--- src/rtl/fir_axil_regs.sv ---
// AXI4-Lite register block for the stereo FIR: CTRL, STATUS, NTAPS and the coefficient write port.
// Define FIR_REGS_COEFF_READBACK_EN to keep a coefficient shadow that the host can read back.
module fir_axil_regs #(
  parameter int unsigned C_S_AXI_DATA_WIDTH = 32,
  parameter int unsigned C_S_AXI_ADDR_WIDTH = 10,
  parameter int unsigned FIR_NTAPS          = 16,
  parameter int unsigned COEFF_WIDTH        = 16
) (
  input  logic                                          aclk,
  input  logic                                          aresetn,
  input  logic [C_S_AXI_ADDR_WIDTH-1:0]                 s_axi_awaddr,
  input  logic                                          s_axi_awvalid,
  output logic                                          s_axi_awready,
  input  logic [C_S_AXI_DATA_WIDTH-1:0]                 s_axi_wdata,
  input  logic [C_S_AXI_DATA_WIDTH/8-1:0]               s_axi_wstrb,
  input  logic                                          s_axi_wvalid,
  output logic                                          s_axi_wready,
  output logic [1:0]                                    s_axi_bresp,
  output logic                                          s_axi_bvalid,
  input  logic                                          s_axi_bready,
  input  logic [C_S_AXI_ADDR_WIDTH-1:0]                 s_axi_araddr,
  input  logic                                          s_axi_arvalid,
  output logic                                          s_axi_arready,
  output logic [C_S_AXI_DATA_WIDTH-1:0]                 s_axi_rdata,
  output logic [1:0]                                    s_axi_rresp,
  output logic                                          s_axi_rvalid,
  input  logic                                          s_axi_rready,
  output logic                                          fir_enable,
  output logic                                          fir_clear,
  output logic                                          coeff_we,
  output logic [(FIR_NTAPS > 1 ? $clog2(FIR_NTAPS) : 1)-1:0] coeff_addr,
  output logic [COEFF_WIDTH-1:0]                        coeff_wdata
);

  localparam int unsigned DW      = C_S_AXI_DATA_WIDTH;
  localparam int unsigned WORD_W  = C_S_AXI_ADDR_WIDTH - 2;
  localparam int unsigned IDX_W   = (FIR_NTAPS > 1) ? $clog2(FIR_NTAPS) : 1;
  localparam int unsigned STRB_W  = C_S_AXI_DATA_WIDTH / 8;
  localparam int unsigned STRB_US = 2;
  localparam logic [1:0] RESP_OKAY   = 2'b00;
  localparam logic [1:0] RESP_SLVERR = 2'b10;

  typedef enum logic {W_IDLE, W_RESP} w_state_e;
  typedef enum logic {R_IDLE, R_DATA} r_state_e;

  w_state_e                 w_state_q;
  r_state_e                 r_state_q;
  logic                     awready_q, wready_q, aw_got_q, w_got_q;
  logic [WORD_W-1:0]        aw_word_q;
  logic [COEFF_WIDTH-1:0]   wdata_q;
  logic [STRB_US-1:0]       wstrb_q;
  logic                     bvalid_q;
  logic [1:0]               bresp_q;
  logic                     arready_q, rvalid_q;
  logic [DW-1:0]            rdata_q;
  logic [1:0]               rresp_q;
  logic                     enable_q, clear_q, coeff_we_q;
  logic [IDX_W-1:0]         coeff_addr_q;
  logic [COEFF_WIDTH-1:0]   coeff_wdata_q;

  logic                     wr_commit_c, wr_is_ctrl_c, wr_is_coeff_c;
  logic [WORD_W-1:0]        wr_cidx_c, ar_word_c, rd_cidx_c;
  logic [IDX_W-1:0]         wr_idx_c;
  logic [COEFF_WIDTH-1:0]   coeff_old_c, coeff_mask_c, coeff_merged_c;
  logic [DW-1:0]            rd_data_c;
  logic [1:0]               rd_resp_c;

  // Write-side decode and byte merge of the latched beat
  always_comb begin
    wr_commit_c    = (w_state_q == W_IDLE) && aw_got_q && w_got_q;
    wr_cidx_c      = aw_word_q - WORD_W'(4);
    wr_idx_c       = IDX_W'(wr_cidx_c);
    wr_is_ctrl_c   = (aw_word_q == '0);
    wr_is_coeff_c  = (aw_word_q >= WORD_W'(4)) && (wr_cidx_c < WORD_W'(FIR_NTAPS));
    coeff_mask_c   = COEFF_WIDTH'({{8{wstrb_q[1]}}, {8{wstrb_q[0]}}});
    coeff_merged_c = (wdata_q & coeff_mask_c) | (coeff_old_c & ~coeff_mask_c);
  end

`ifdef FIR_REGS_COEFF_READBACK_EN
  logic [COEFF_WIDTH-1:0] shadow_q [FIR_NTAPS];
  logic [IDX_W-1:0]       rd_idx_c;

  assign coeff_old_c = shadow_q[wr_idx_c];
  assign rd_idx_c    = IDX_W'(rd_cidx_c);

  always_ff @(posedge aclk or negedge aresetn) begin
    if (!aresetn) begin
      for (int i = 0; i < int'(FIR_NTAPS); i++) shadow_q[i] <= '0;
    end else if (wr_commit_c && wr_is_coeff_c) begin
      shadow_q[wr_idx_c] <= coeff_merged_c;
    end
  end
`else
  // Without a shadow, partial-strobe writes merge against zero
  assign coeff_old_c = '0;
`endif

  // Read-side decode straight off the AR channel; captured on the handshake
  always_comb begin
    ar_word_c = s_axi_araddr[C_S_AXI_ADDR_WIDTH-1:2];
    rd_cidx_c = ar_word_c - WORD_W'(4);
    rd_data_c = '0;
    rd_resp_c = RESP_OKAY;
    if (ar_word_c == WORD_W'(0)) begin
      rd_data_c = DW'(enable_q);
    end else if (ar_word_c == WORD_W'(1)) begin
      rd_data_c = DW'(enable_q);
    end else if (ar_word_c == WORD_W'(2)) begin
      rd_data_c = DW'(FIR_NTAPS);
    end else if ((ar_word_c >= WORD_W'(4)) && (rd_cidx_c < WORD_W'(FIR_NTAPS))) begin
`ifdef FIR_REGS_COEFF_READBACK_EN
      rd_data_c = DW'($signed(shadow_q[rd_idx_c]));
`endif
    end else begin
      rd_resp_c = RESP_SLVERR;
    end
  end

  // Write FSM: latch AW and W independently, commit once both are held
  always_ff @(posedge aclk or negedge aresetn) begin
    if (!aresetn) begin
      w_state_q     <= W_IDLE;
      awready_q     <= 1'b0;
      wready_q      <= 1'b0;
      aw_got_q      <= 1'b0;
      w_got_q       <= 1'b0;
      aw_word_q     <= '0;
      wdata_q       <= '0;
      wstrb_q       <= '0;
      bvalid_q      <= 1'b0;
      bresp_q       <= RESP_OKAY;
      enable_q      <= 1'b0;
      clear_q       <= 1'b0;
      coeff_we_q    <= 1'b0;
      coeff_addr_q  <= '0;
      coeff_wdata_q <= '0;
    end else begin
      clear_q    <= 1'b0;
      coeff_we_q <= 1'b0;
      case (w_state_q)
        W_IDLE: begin
          if (s_axi_awvalid && awready_q) begin
            aw_word_q <= s_axi_awaddr[C_S_AXI_ADDR_WIDTH-1:2];
            aw_got_q  <= 1'b1;
            awready_q <= 1'b0;
          end else if (!aw_got_q) begin
            awready_q <= 1'b1;
          end
          if (s_axi_wvalid && wready_q) begin
            wdata_q  <= s_axi_wdata[COEFF_WIDTH-1:0];
            wstrb_q  <= s_axi_wstrb[STRB_US-1:0];
            w_got_q  <= 1'b1;
            wready_q <= 1'b0;
          end else if (!w_got_q) begin
            wready_q <= 1'b1;
          end
          if (wr_commit_c) begin
            w_state_q <= W_RESP;
            bvalid_q  <= 1'b1;
            bresp_q   <= RESP_SLVERR;
            if (wr_is_ctrl_c) begin
              bresp_q <= RESP_OKAY;
              if (wstrb_q[0]) begin
                enable_q <= wdata_q[0];
                clear_q  <= wdata_q[1];
              end
            end else if (wr_is_coeff_c) begin
              bresp_q       <= RESP_OKAY;
              coeff_we_q    <= 1'b1;
              coeff_addr_q  <= wr_idx_c;
              coeff_wdata_q <= coeff_merged_c;
            end
          end
        end
        W_RESP: begin
          if (s_axi_bready) begin
            w_state_q <= W_IDLE;
            bvalid_q  <= 1'b0;
            aw_got_q  <= 1'b0;
            w_got_q   <= 1'b0;
            awready_q <= 1'b1;
            wready_q  <= 1'b1;
          end
        end
        default: w_state_q <= W_IDLE;
      endcase
    end
  end

  // Read FSM: one outstanding read, data held until rready
  always_ff @(posedge aclk or negedge aresetn) begin
    if (!aresetn) begin
      r_state_q <= R_IDLE;
      arready_q <= 1'b0;
      rvalid_q  <= 1'b0;
      rdata_q   <= '0;
      rresp_q   <= RESP_OKAY;
    end else begin
      case (r_state_q)
        R_IDLE: begin
          if (s_axi_arvalid && arready_q) begin
            r_state_q <= R_DATA;
            arready_q <= 1'b0;
            rvalid_q  <= 1'b1;
            rdata_q   <= rd_data_c;
            rresp_q   <= rd_resp_c;
          end else begin
            arready_q <= 1'b1;
          end
        end
        R_DATA: begin
          if (s_axi_rready) begin
            r_state_q <= R_IDLE;
            rvalid_q  <= 1'b0;
            arready_q <= 1'b1;
          end
        end
        default: r_state_q <= R_IDLE;
      endcase
    end
  end

  assign s_axi_awready = awready_q;
  assign s_axi_wready  = wready_q;
  assign s_axi_bvalid  = bvalid_q;
  assign s_axi_bresp   = bresp_q;
  assign s_axi_arready = arready_q;
  assign s_axi_rvalid  = rvalid_q;
  assign s_axi_rdata   = rdata_q;
  assign s_axi_rresp   = rresp_q;
  assign fir_enable    = enable_q;
  assign fir_clear     = clear_q;
  assign coeff_we      = coeff_we_q;
  assign coeff_addr    = coeff_addr_q;
  assign coeff_wdata   = coeff_wdata_q;

  // Sub-word address bits, upper data lanes and upper strobes carry no meaning here
  logic unused_c;
  assign unused_c = ^{s_axi_awaddr[1:0], s_axi_araddr[1:0],
                      s_axi_wdata[DW-1:COEFF_WIDTH], s_axi_wstrb[STRB_W-1:STRB_US]};

endmodule

--- config.mk ---
export PLATFORM = sky130hd
export DESIGN_NAME = fir_axil_regs
export DESIGN_NICKNAME = d
export VERILOG_FILES = /design/src/rtl/fir_axil_regs.sv
export SDC_FILE = /design/constraint.sdc
export NUM_CORES = 1
export LEC_CHECK = 0
export ABC_AREA = 0
export BUFFER_PORTS_ARGS = -buffer_cell sky130_fd_sc_hd__buf_2
export CELL_PAD_IN_SITES_DETAIL_PLACEMENT = 1
export CELL_PAD_IN_SITES_GLOBAL_PLACEMENT = 1
export CORE_ASPECT_RATIO = 0.75
export CORE_UTILIZATION = 33
export CTS_BUF_LIST = sky130_fd_sc_hd__clkbuf_4 sky130_fd_sc_hd__clkbuf_8
export CTS_CLUSTER_SIZE = 30
export DETAILED_ROUTE_END_ITERATION = 7
export PLACE_DENSITY = 0.83
export SYNTH_ARGS = -nofsm -noshare
export SYNTH_HDL_FRONTEND = slang
export SYNTH_SLANG_ARGS = --single-unit
--- constraint.sdc ---
create_clock -name aclk -period 1.9 [get_ports aclk]
set_clock_uncertainty 0.15 [all_clocks]
set_input_delay 0.38 -clock aclk [delete_from_list [all_inputs] [get_ports aclk]]
set_output_delay 0.38 -clock aclk [all_outputs]
set_load 0.005 [all_outputs]
==> results by group, run 1 <==
Synth
  • Yosys top cell area share: 0.548
  • Top-count cell post-synth: dfrtp_1
  • Cell variety after synth: 28
  • Post-Synthesis Cell Area: about 2800 um2
  • Synthesized flop and latch total: 62
  • Post-synth ARST share: 1.00
  • Syn avg cell area: 11.6 um2
  • Post-Syn Instances: between 200 and 250
  • Synth Flop Type: dfrtp_1
  • Post-synth top cells: 62 x dfrtp_1, 32 x buf_4, 30 x nand2_1
  • Number of flops mapped to enable cells by yosys: 0
  • Synth area leaders: dfrtp_1 55%, mux2_2 11%, buf_4 8.5%
  • Seq/Total Area, Yosys: 0.548
  • Cell taking the most area after synthesis: dfrtp_1
  • Synth warn: 0

STA
  • Tmin final: 1870 ps
  • Hold_ws: roughly 110 ps
  • Slew Limit Fails: 0
  • Maximum clock frequency: 535 MHz
  • Unrepaired setup endpoints after global routing: yes
  • Fin crit share: 0.984
  • Final hold vios: 0
  • Endpoints failing setup: 0

Pwr
  • Design Power: 5.20 mW
  • Switching Share: 0.314
  • Cell-internal power: 3.57 mW
  • LEAKAGE: 1.78 nW
  • Worst vdd ir: 0.000522 V
  • Pwr/cell area: 1440 nW/um2
  • Clk pwr share: 0.271
  • Flop pwr share: 0.420
  • Part of the power in combinational logic: 0.309
  • Switching pwr: 1.63 mW

Layout
  • Final nets: 400
  • Area grow syn2layout: 27.5%
  • Finished Layout Cells: 445
  • Share of cells above drive strength 1: 0.418
  • FILL cells: ~950
  • Antenna cells: 0

Placement
  • Port bufs: 72
  • GPL Wtd Cong: 0.770
  • HPWL Detailed: ~4600 um
  • Placed insts: 426

Setup path
  • Startpoint types: flip-flop
  • CP Data Required Time: 1960 ps
  • Worst Setup SP: w_state_q
  • Crit-path max FO: 4
  • Worst r2r dst: coeff_addr[2]
  • Worst setup path class: reg2reg
  • Crit-path cells: nand3b_4 > or3_4 > nor3b_4 > buf_12 > mux2_2
  • R2r setup slk: 30 ps
  • WP data arrival: roughly 1900 ps
  • Crit path to: coeff_addr[2]
  • Reg2reg start: w_state_q
  • Crit-path max cell delay: 380 ps
  • CP endpoint kind: flip-flop
  • Critical path's slowest cell: dfrtp_1
  • R2r worst-path depth: 5

Die
  • Vert. Die Dim: 82.2 um
  • Cell Rows: 28
  • DIE WIDTH: 109 um
  • Initial core utilization: 0.350
  • Area of the die: 8950 um2
  • Core area: 8090 um2
  • Ports: around 130

GRT
  • GR Overflow Total: 0
  • Antenna violations before repair: 0
  • Largest net degree at the start of global routing: 63
  • First-pass GRT wire length: a little under 10,000 um
  • Vias in the first global route: about 2k
  • Total track usage: 0.149

Clocking
  • # clock sinks: 62
  • Num CTS Buffers: 9
  • Worst-skew pair later-pin latency: about 330 ps
  • Clk pin slew, worst setup/hold paths: 70 ps
  • H-tree depth: 3
  • CTS tree: built
  • Root buffer cell: clkbuf_8
  • Clk buf depth: 2

Hold path
  • Worst min-delay path class: in2reg

Drt
  • Total number of vias: 1,926
  • Vias/cell: 4.33
  • Avg WL per Cell: between 10 and 15 um
  • Detail Route Antenna Nets: 0
  • DRC violations left: 0
  • Starting DRT DRC Count: 37
  • Drt pass-1 iters: 3
  • Routed wire length: between 6000 and 7000 um

Outcome
  • Status: complete, no violations

Job
  • MaxCap Viol Count: 0
## area by class of cell
class / instances / area [um2] / share of cell area
Clock buffer: 9 / 124 / 0.0343
Multi-Input combinational cell: 146 / 1040 / 0.287
Sequential cell: 62 / 1550 / 0.430
Timing Repair Buffer: 87 / 538 / 0.149
Inverter: 29 / 109 / 0.0302
Clock inverter: 7 / 120 / 0.0333
Tap cell: 105 / 131 / 0.0364
## sequential cells by signal, summed over array words and instances (netlist names), 2 cells and up
register / count
coeff_wdata: 16
s_axi_rdata: 2
wstrb_q: 2
aw_word_q: 8
wdata_q: 16
coeff_addr: 4
## worst min path at each step
stage	to	slack, ps	cells after the start	from
finish	s_axi_rdata[4]	110	2	s_axi_araddr[2]
global placement	coeff_wdata[3]	270	2	aresetn
floorplan	aw_got_q	-70	0	aresetn
CTS	s_axi_rdata[4]	100	2	s_axi_araddr[2]
global route	s_axi_rdata[4]	100	2	s_axi_araddr[2]
detailed placement	coeff_wdata[3]	270	2	aresetn
## cells in the final DEF (no fill, tap or decap), types with 2 or more instances in the layout
cell type / instances
buf_2: 72
dfrtp_1: 62
conb_1: 32
nand2_1: 29
mux2_2: 28
inv_1: 27
mux2i_1: 16
o21ai_0: 10
clkbuf_8: 9
buf_4: 9
nor3_1: 4
nand3_1: 3
bufinv_16: 3
buf_12: 3
inv_2: 2
or3_4: 2
o2bb2ai_1: 2
o41ai_1: 2
a21boi_0: 2
a21oi_1: 2
inv_6: 2
## power groups by stage
stage | Combinational [mW] | Clock [mW] | Sequential [mW]
after floorplan | 1.01 | 0 | 2.12
after global placement | 1.47 | 0 | 2.17
after detailed placement | 1.56 | 0 | 2.20
after CTS | 1.59 | 1.44 | 2.19
after global routing | 1.82 | 1.51 | 2.27
final | 1.60 | 1.41 | 2.18
## per-layer routing
metal / track usage / wire [um]
met3: 0.0400 / 264
met2: 0.257 / 3130
met5: 0 / 0
met4: 0.0486 / 57
met1: 0.182 / 2760
## kinds of logic after synthesis
logic type               count (synthesis)  share of synthesized area
AO/OA/AOI/OAI                           22                     0.0535
adder cells (fa/ha/maj)                  2                    0.00884
buffers and inverters                   66                      0.136
flip-flops                              62                      0.548
multiplexers                            45                      0.172
other                                    1                    0.00132
AND/OR/NAND/NOR                         45                     0.0809
## worst max-delay path: cells and delay by family (launching register included)
family | cells | cell delay (ps)
buf+inv | 1 | 150
flops | 1 | 380
mux | 1 | 320
simple gates | 3 | 760
## stage by stage
stage | utilization | setup TNS, ps | area, um2 | setup slack [ps]
after CTS | 0.439 | 0 | 3550 | 9.21
after floorplan | - | 0 | 2950 | 106
after global placement | 0.405 | 0 | 3280 | 28.7
after global routing | 0.446 | -386 | 3610 | -46.0
final | 0.446 | 0 | 3610 | 30.5
after detailed placement | 0.405 | -801 | 3280 | -106
## timing repair
action                                  CTS  global route
setup buffers                             0             1
endpoints found under the setup margin   20            21
pin swaps                                 1             1
endpoints found under the hold margin    62             0
gates cloned                              0             1
resized for setup                         5             6
hold buffers                              1             0
Note: power is estimated with default switching activity, not from simulation.
==> inputs of run 2 (changes only) <==
--- a/config.mk
+++ b/config.mk
@@ -10,11 +10,10 @@
 export CELL_PAD_IN_SITES_DETAIL_PLACEMENT = 1
 export CELL_PAD_IN_SITES_GLOBAL_PLACEMENT = 1
 export CORE_ASPECT_RATIO = 0.75
-export CORE_UTILIZATION = 33
-export CTS_BUF_LIST = sky130_fd_sc_hd__clkbuf_4 sky130_fd_sc_hd__clkbuf_8
+export CORE_UTILIZATION = 32
 export CTS_CLUSTER_SIZE = 30
 export DETAILED_ROUTE_END_ITERATION = 7
-export PLACE_DENSITY = 0.83
+export PLACE_DENSITY = 0.81
 export SYNTH_ARGS = -nofsm -noshare
 export SYNTH_HDL_FRONTEND = slang
 export SYNTH_SLANG_ARGS = --single-unit
==> run 2 against run 1 <==
Against the previous run:
- the run now ends with setup timing left
- largest power group unchanged
- highest routed layer unchanged
- sequential share of layout area decreased by 0.92 points
- critical path depth decreased by 1
- fmax decreased by 4.7%
- critical path type unchanged
- total power increased by 4.6%
- critical endpoint is now fir_enable
==> results by group, run 2 (same netlist as run 1, synthesis figures left out) <==
Outcome
  • Status: finished, violations left
  • Failing checks: setup timing

Drt
  • Total number of vias: 1,963
  • Detail Route Antenna Nets: 0
  • Drt pass-1 iters: 3
  • Top sig layer: met4
  • Avg WL per Cell: 13.8 um
  • Starting DRT DRC Count: ~40
  • Vias/cell: 4.31
  • Metal-1 WL: ~2900 um
  • Routed wire length: 6300 um
  • DRC violations left: 0
  • Met2 WL: 3110 um
  • Met3 Routed Length: ~280 um

Layout
  • Most common cell after layout, fill and taps aside: buf_2
  • Area grow syn2layout: 30.3%
  • Antenna cells: 0
  • Finished Layout Cells: ~460
  • Post-route cell area: 3690 um2
  • FILL cells: 960
  • Most frequent cells in the layout: 72 x buf_2, 62 x dfrtp_1, 32 x conb_1, 29 x nand2_1, 28 x mux2_2
  • Final nets: 407
  • Share of cells above drive strength 1: 0.432

Pwr
  • Worst vdd ir: 0.000531 V
  • LEAKAGE: 1.84 nW
  • Pwr/cell area: roughly 1500 nW/um2

Setup path
  • CP top delay family: simple AND/OR/NAND/NOR gates
  • Crit-path cells: nor4_1 > nand2_2 > nor3_1 > mux2_2
  • CP bufs+invs: 0
  • Worst setup path class: reg2reg
  • Crit-path max FO: 4
  • Critical path's slowest cell: nor4_1
  • Reg2reg start: aw_word_q[1]
  • R2r worst-path depth: 4
  • CP Data Required Time: 1940 ps
  • CP endpoint kind: flip-flop
  • Crit-path max cell delay: 420 ps
  • R2r setup slk: -60 ps
  • Startpoint types: flip-flop
  • Worst r2r dst: fir_enable
  • WP data arrival: 2000 ps

Clocking
  • H-tree depth: 3
  • Clk buf depth: 2
  • CTS tree: built
  • Root buffer cell: clkbuf_16
  • Num CTS Buffers: 9
  • Clk pin slew, worst setup/hold paths: 50 ps
  • Worst-skew pair later-pin latency: 310 ps
  • # clock sinks: 62

STA
  • Endpoints failing setup: 6
  • Fin crit share: 1.03
  • Unrepaired setup endpoints after global routing: yes
  • Maximum clock frequency: 510 MHz
  • Tmin final: between 1500 and 2000 ps
  • Final hold vios: 0
  • Slew Limit Fails: 0
  • Setup slack after layout: -62.1 ps

Placement
  • Port bufs: between 70 and 80
  • Placed instance area: 3240 um2
  • HPWL Detailed: 4510 um
  • Placed insts: 425
  • GPL Wtd Cong: 0.734

Die
  • Initial core utilization: 0.332
  • Cell Rows: 29
  • DIE WIDTH: roughly 110 um
  • Vert. Die Dim: 83.4 um
  • Area of the die: 9230 um2
  • Core area: 8530 um2
  • Ports: 127

GRT
  • Largest net degree at the start of global routing: 63
  • GR Overflow Total: 0
  • First-pass GRT wire length: 10,400 um
  • Vias in the first global route: 2,125
  • Total track usage: 0.143
  • Antenna violations before repair: 0

Hold path
  • Worst min-delay path class: in2reg
  • Hold EP: s_axi_rdata[4]
  • Worst hold start: s_axi_araddr[2]
  • WHS Path Cells: 2

Job
  • MaxCap Viol Count: 0
==> run 2: cell types whose count changed in the layout (fill, tap and decap cells not counted), sizes merged <==
cell,previous run,this run
clkinv,1,4
buf,85,93
clkinvlp,1,0
inv,31,29
clkbuf,10,11
bufinv,3,1
==> run 2: metrics by stage <==
| step | TNS (ps) | power [mW] | worst slack (ps) | util | hold WS (ps) |
|---|---|---|---|---|---|
| 2_1_floorplan | 0 | 3.13 | 106 | - | -65.6 |
| 3_3_place_gp | 0 | 3.57 | 11.0 | 0.380 | 270 |
| 3_5_place_dp | -335 | 3.70 | -51.2 | 0.380 | 274 |
| 4_1_cts | -176 | 5.39 | -32.5 | 0.421 | 113 |
| 5_1_grt | -949 | 5.81 | -143 | 0.433 | 123 |
| 6_report | -103 | 5.44 | -62.1 | 0.433 | 121 |
==> run 2: what timing repair did <==
| item | 4_1_cts | 5_1_grt |
|---|---|---|
| hold endpoints to repair | 62 | 0 |
| gates cloned | 1 | 1 |
| setup buffers | 4 | 9 |
| setup endpoints to repair | 18 | 21 |
| pin swaps | 1 | 3 |
| hold buffers | 1 | 0 |
| gates resized for setup | 8 | 14 |
==> run 2: metal layers <==
metal  global-route usage  vias to the layer above
met3               0.0438                        4
li1                     -                      934
met5                    0                        -
met1                0.177                      969
met4               0.0364                        0
met2                0.244                       56
==> run 2: area by class of cell <==
type / instances / area [um2] / area share
clock buffers: 11 / 233 / 0.0631
clock inverters: 5 / 50.0 / 0.0136
inverters: 29 / 109 / 0.0295
flip-flops and latches: 62 / 1550 / 0.421
multi-input cells: 146 / 1050 / 0.285
well taps: 108 / 135 / 0.0366
repair buffers: 94 / 559 / 0.152
==> run 2: how the worst max path moves through the flow <==
stage / from / end / slack (ps) / cells after the start
2_1_floorplan: w_state_q / coeff_addr[2] / 110 / 4
3_3_place_gp: w_state_q / coeff_addr[3] / 10 / 5
3_5_place_dp: w_state_q / coeff_wdata[5] / -50 / 5
4_1_cts: w_state_q / coeff_wdata[3] / -30 / 5
5_1_grt: aw_word_q[1] / fir_enable / -140 / 4
6_report: aw_word_q[1] / fir_enable / -60 / 4
==> run 2: power by group <==
group | switching, mW | leakage [nW] | total (mW) | internal [mW]
sequential | 0.349 | 0.769 | 2.18 | 1.83
combinational | 0.783 | 0.925 | 1.72 | 0.933
clock | 0.533 | 0.143 | 1.54 | 1.00
total | 1.66 | 1.84 | 5.44 | 3.77
==> inputs of run 3 (changes only) <==
==> config.mk (replaced) <==
export PLATFORM = sky130hd
export DESIGN_NAME = fir_axil_regs
export DESIGN_NICKNAME = d
export VERILOG_FILES = /design/src/rtl/fir_axil_regs.sv
export SDC_FILE = /design/constraint.sdc
export NUM_CORES = 1
export LEC_CHECK = 0
export ABC_AREA = 0
export BUFFER_PORTS_ARGS = -buffer_cell sky130_fd_sc_hd__buf_2
export CAP_MARGIN = 10
export CORE_ASPECT_RATIO = 0.75
export CORE_UTILIZATION = 42
export CTS_CLUSTER_SIZE = 30
export DETAILED_ROUTE_END_ITERATION = 7
export PLACE_DENSITY = 0.8
export SYNTH_ARGS = -nofsm -noshare
export SYNTH_HDL_FRONTEND = slang
export SYNTH_SLANG_ARGS = --single-unit
==> run 3 against run 2 <==
Against the previous run:
- final cell count down 7.9%
- flip-flop and latch count is the same
- sequential power about the same
- clock power shrank 13%
- the run still ends with setup timing left
- worst setup slack improved by 35 ps
- register-to-register slack better by 40 ps
- highest routed layer unchanged
- fmax up 1.8%
- total power is 7.9% lower
==> results by group, run 3 (same netlist as run 1, synthesis figures left out) <==
Clocking
  • Clk pin slew, worst setup/hold paths: 70 ps
  • # clock sinks: 62
  • Root buffer cell: clkbuf_8
  • Num CTS Buffers: 9
  • Worst-skew pair later-pin latency: 330 ps
  • CTS tree: built
  • H-tree depth: 3
  • Clk buf depth: 2

Placement
  • DP Worst Slack: -73.7 ps
  • HPWL Detailed: 3540 um
  • Placed insts: 397
  • Port bufs: 72
  • GPL Wtd Cong: between 0.7 and 0.8
  • Placed instance area: 3210 um2

Pwr
  • LEAKAGE: 1.77 nW
  • Worst vdd ir: ~0.00063 V
  • Pwr/cell area: roughly 1400 nW/um2

GRT
  • Total track usage: 0.155
  • Vias in the first global route: between 1.5k and 2k
  • Largest net degree at the start of global routing: 63
  • GR Overflow Total: 0
  • First-pass GRT wire length: 8410 um
  • Antenna violations before repair: 0

Drt
  • Starting DRT DRC Count: 52
  • Total number of vias: 1,921
  • DRC violations left: 0
  • Routed wire length: just over 5000 um
  • Vias/cell: roughly 4.6
  • Avg WL per Cell: 12.3 um
  • Drt pass-1 iters: 4
  • Detail Route Antenna Nets: 0

Setup path
  • WP data arrival: around 2000 ps
  • Worst r2r dst: coeff_addr[2]
  • R2r setup slk: -30 ps
  • Worst Setup SP: w_state_q
  • R2r worst-path depth: 5
  • Worst setup path class: reg2reg
  • CP endpoint kind: flip-flop
  • Crit-path max FO: 5
  • CP Data Required Time: 1970 ps
  • Crit path to: coeff_addr[2]
  • Reg2reg start: w_state_q
  • Startpoint types: flip-flop

Layout
  • Post-route cell area: 3530 um2
  • Area grow syn2layout: 24.8%
  • Most frequent cells in the layout: 72 x buf_2, 62 x dfrtp_1, 32 x conb_1, 30 x nand2_1, 28 x mux2_2
  • Share of cells above drive strength 1: 0.405
  • Final nets: 398
  • Final core utilization: 0.551
  • Antenna cells: 0
  • Most common cell after layout, fill and taps aside: buf_2
  • Finished Layout Cells: 419

Die
  • Initial core utilization: 0.441
  • Cell Rows: 25
  • Area of the die: 7070 um2
  • DIE WIDTH: slightly below 100 um
  • Ports: 127
  • Vert. Die Dim: 73.1 um
  • Core area: 6410 um2

STA
  • Final hold vios: 0
  • Endpoints failing setup: 1
  • Fin crit share: 1.01
  • Slew Limit Fails: 0
  • Tmin final: 1930 ps
  • Setup slack after layout: -26.9 ps
  • Hold_ws: 104 ps
  • Unrepaired setup endpoints after global routing: yes
  • Maximum clock frequency: 519 MHz

Outcome
  • Status: finished, violations left
  • Failing checks: setup timing

Job
  • MaxCap Viol Count: 0

Hold path
  • Worst min-delay path class: in2reg
  • WHS Path Cells: 2
## run 3: cell types whose count changed in the layout (fill, tap and decap cells not counted), sizes merged
cell and delta:
buf -10, clkbuf +3, clkinv -3, bufinv +1
## run 3: critical path, stage by stage (launching register included)
cell      delay, ps
dfrtp_1         380
nand3b_4        160
or3_4           380
nor3b_4         260
buf_6           160
mux2_2          320
## run 3: what timing repair did
action / in CTS / in global routing
hold buffers: 1 / 0
endpoints found under the setup margin: 18 / 17
cloned: 0 / 2
resized for setup: 6 / 1
setup buffers: 0 / 3
pin swaps: 0 / 1
hold endpoints to repair: 62 / 0
## run 3: layout make-up
cell class / instances / area, um2
Clock buffer: 13 / 169
Clock inverter: 3 / 65.1
Fill cell: 580 / 2880
Inverter: 29 / 109
Multi-Input combinational cell: 146 / 1030
Sequential cell: 62 / 1550
Tap cell: 81 / 101
Timing Repair Buffer: 85 / 510
## run 3: worst min path at each step
stage / startpoint / end / slack (ps)
5_1_grt: s_axi_araddr[2] / s_axi_rdata[4] / 100
4_1_cts: s_axi_araddr[2] / s_axi_rdata[4] / 80
3_5_place_dp: aresetn / coeff_wdata[6] / 270
2_1_floorplan: aresetn / aw_got_q / -70
3_3_place_gp: aresetn / coeff_wdata[13] / 260
6_report: s_axi_araddr[2] / s_axi_rdata[4] / 100
## run 3: metal layers
metal | share of wire | vias up | global-route usage
met1 | 0.44 | 914 | 0.184
met3 | 0.057 | 11 | 0.0565
met2 | 0.49 | 70 | 0.257
met5 | 0 | - | 0
li1 | - | 926 | -
met4 | 0.015 | 0 | 0.0647
## run 3: through the flow
stage | setup TNS, ps | power (mW)
detailed placement | -933 | 3.62
global placement | 0 | 3.54
finish | -26.9 | 5.01
floorplan | 0 | 3.13
CTS | 0 | 5.01
global route | -525 | 5.35
## run 3: power by group
group,leakage (nW),internal (mW),switching (mW)
Clock,0.120,0.845,0.491
Sequential,0.769,1.83,0.327
Combinational,0.880,0.823,0.694
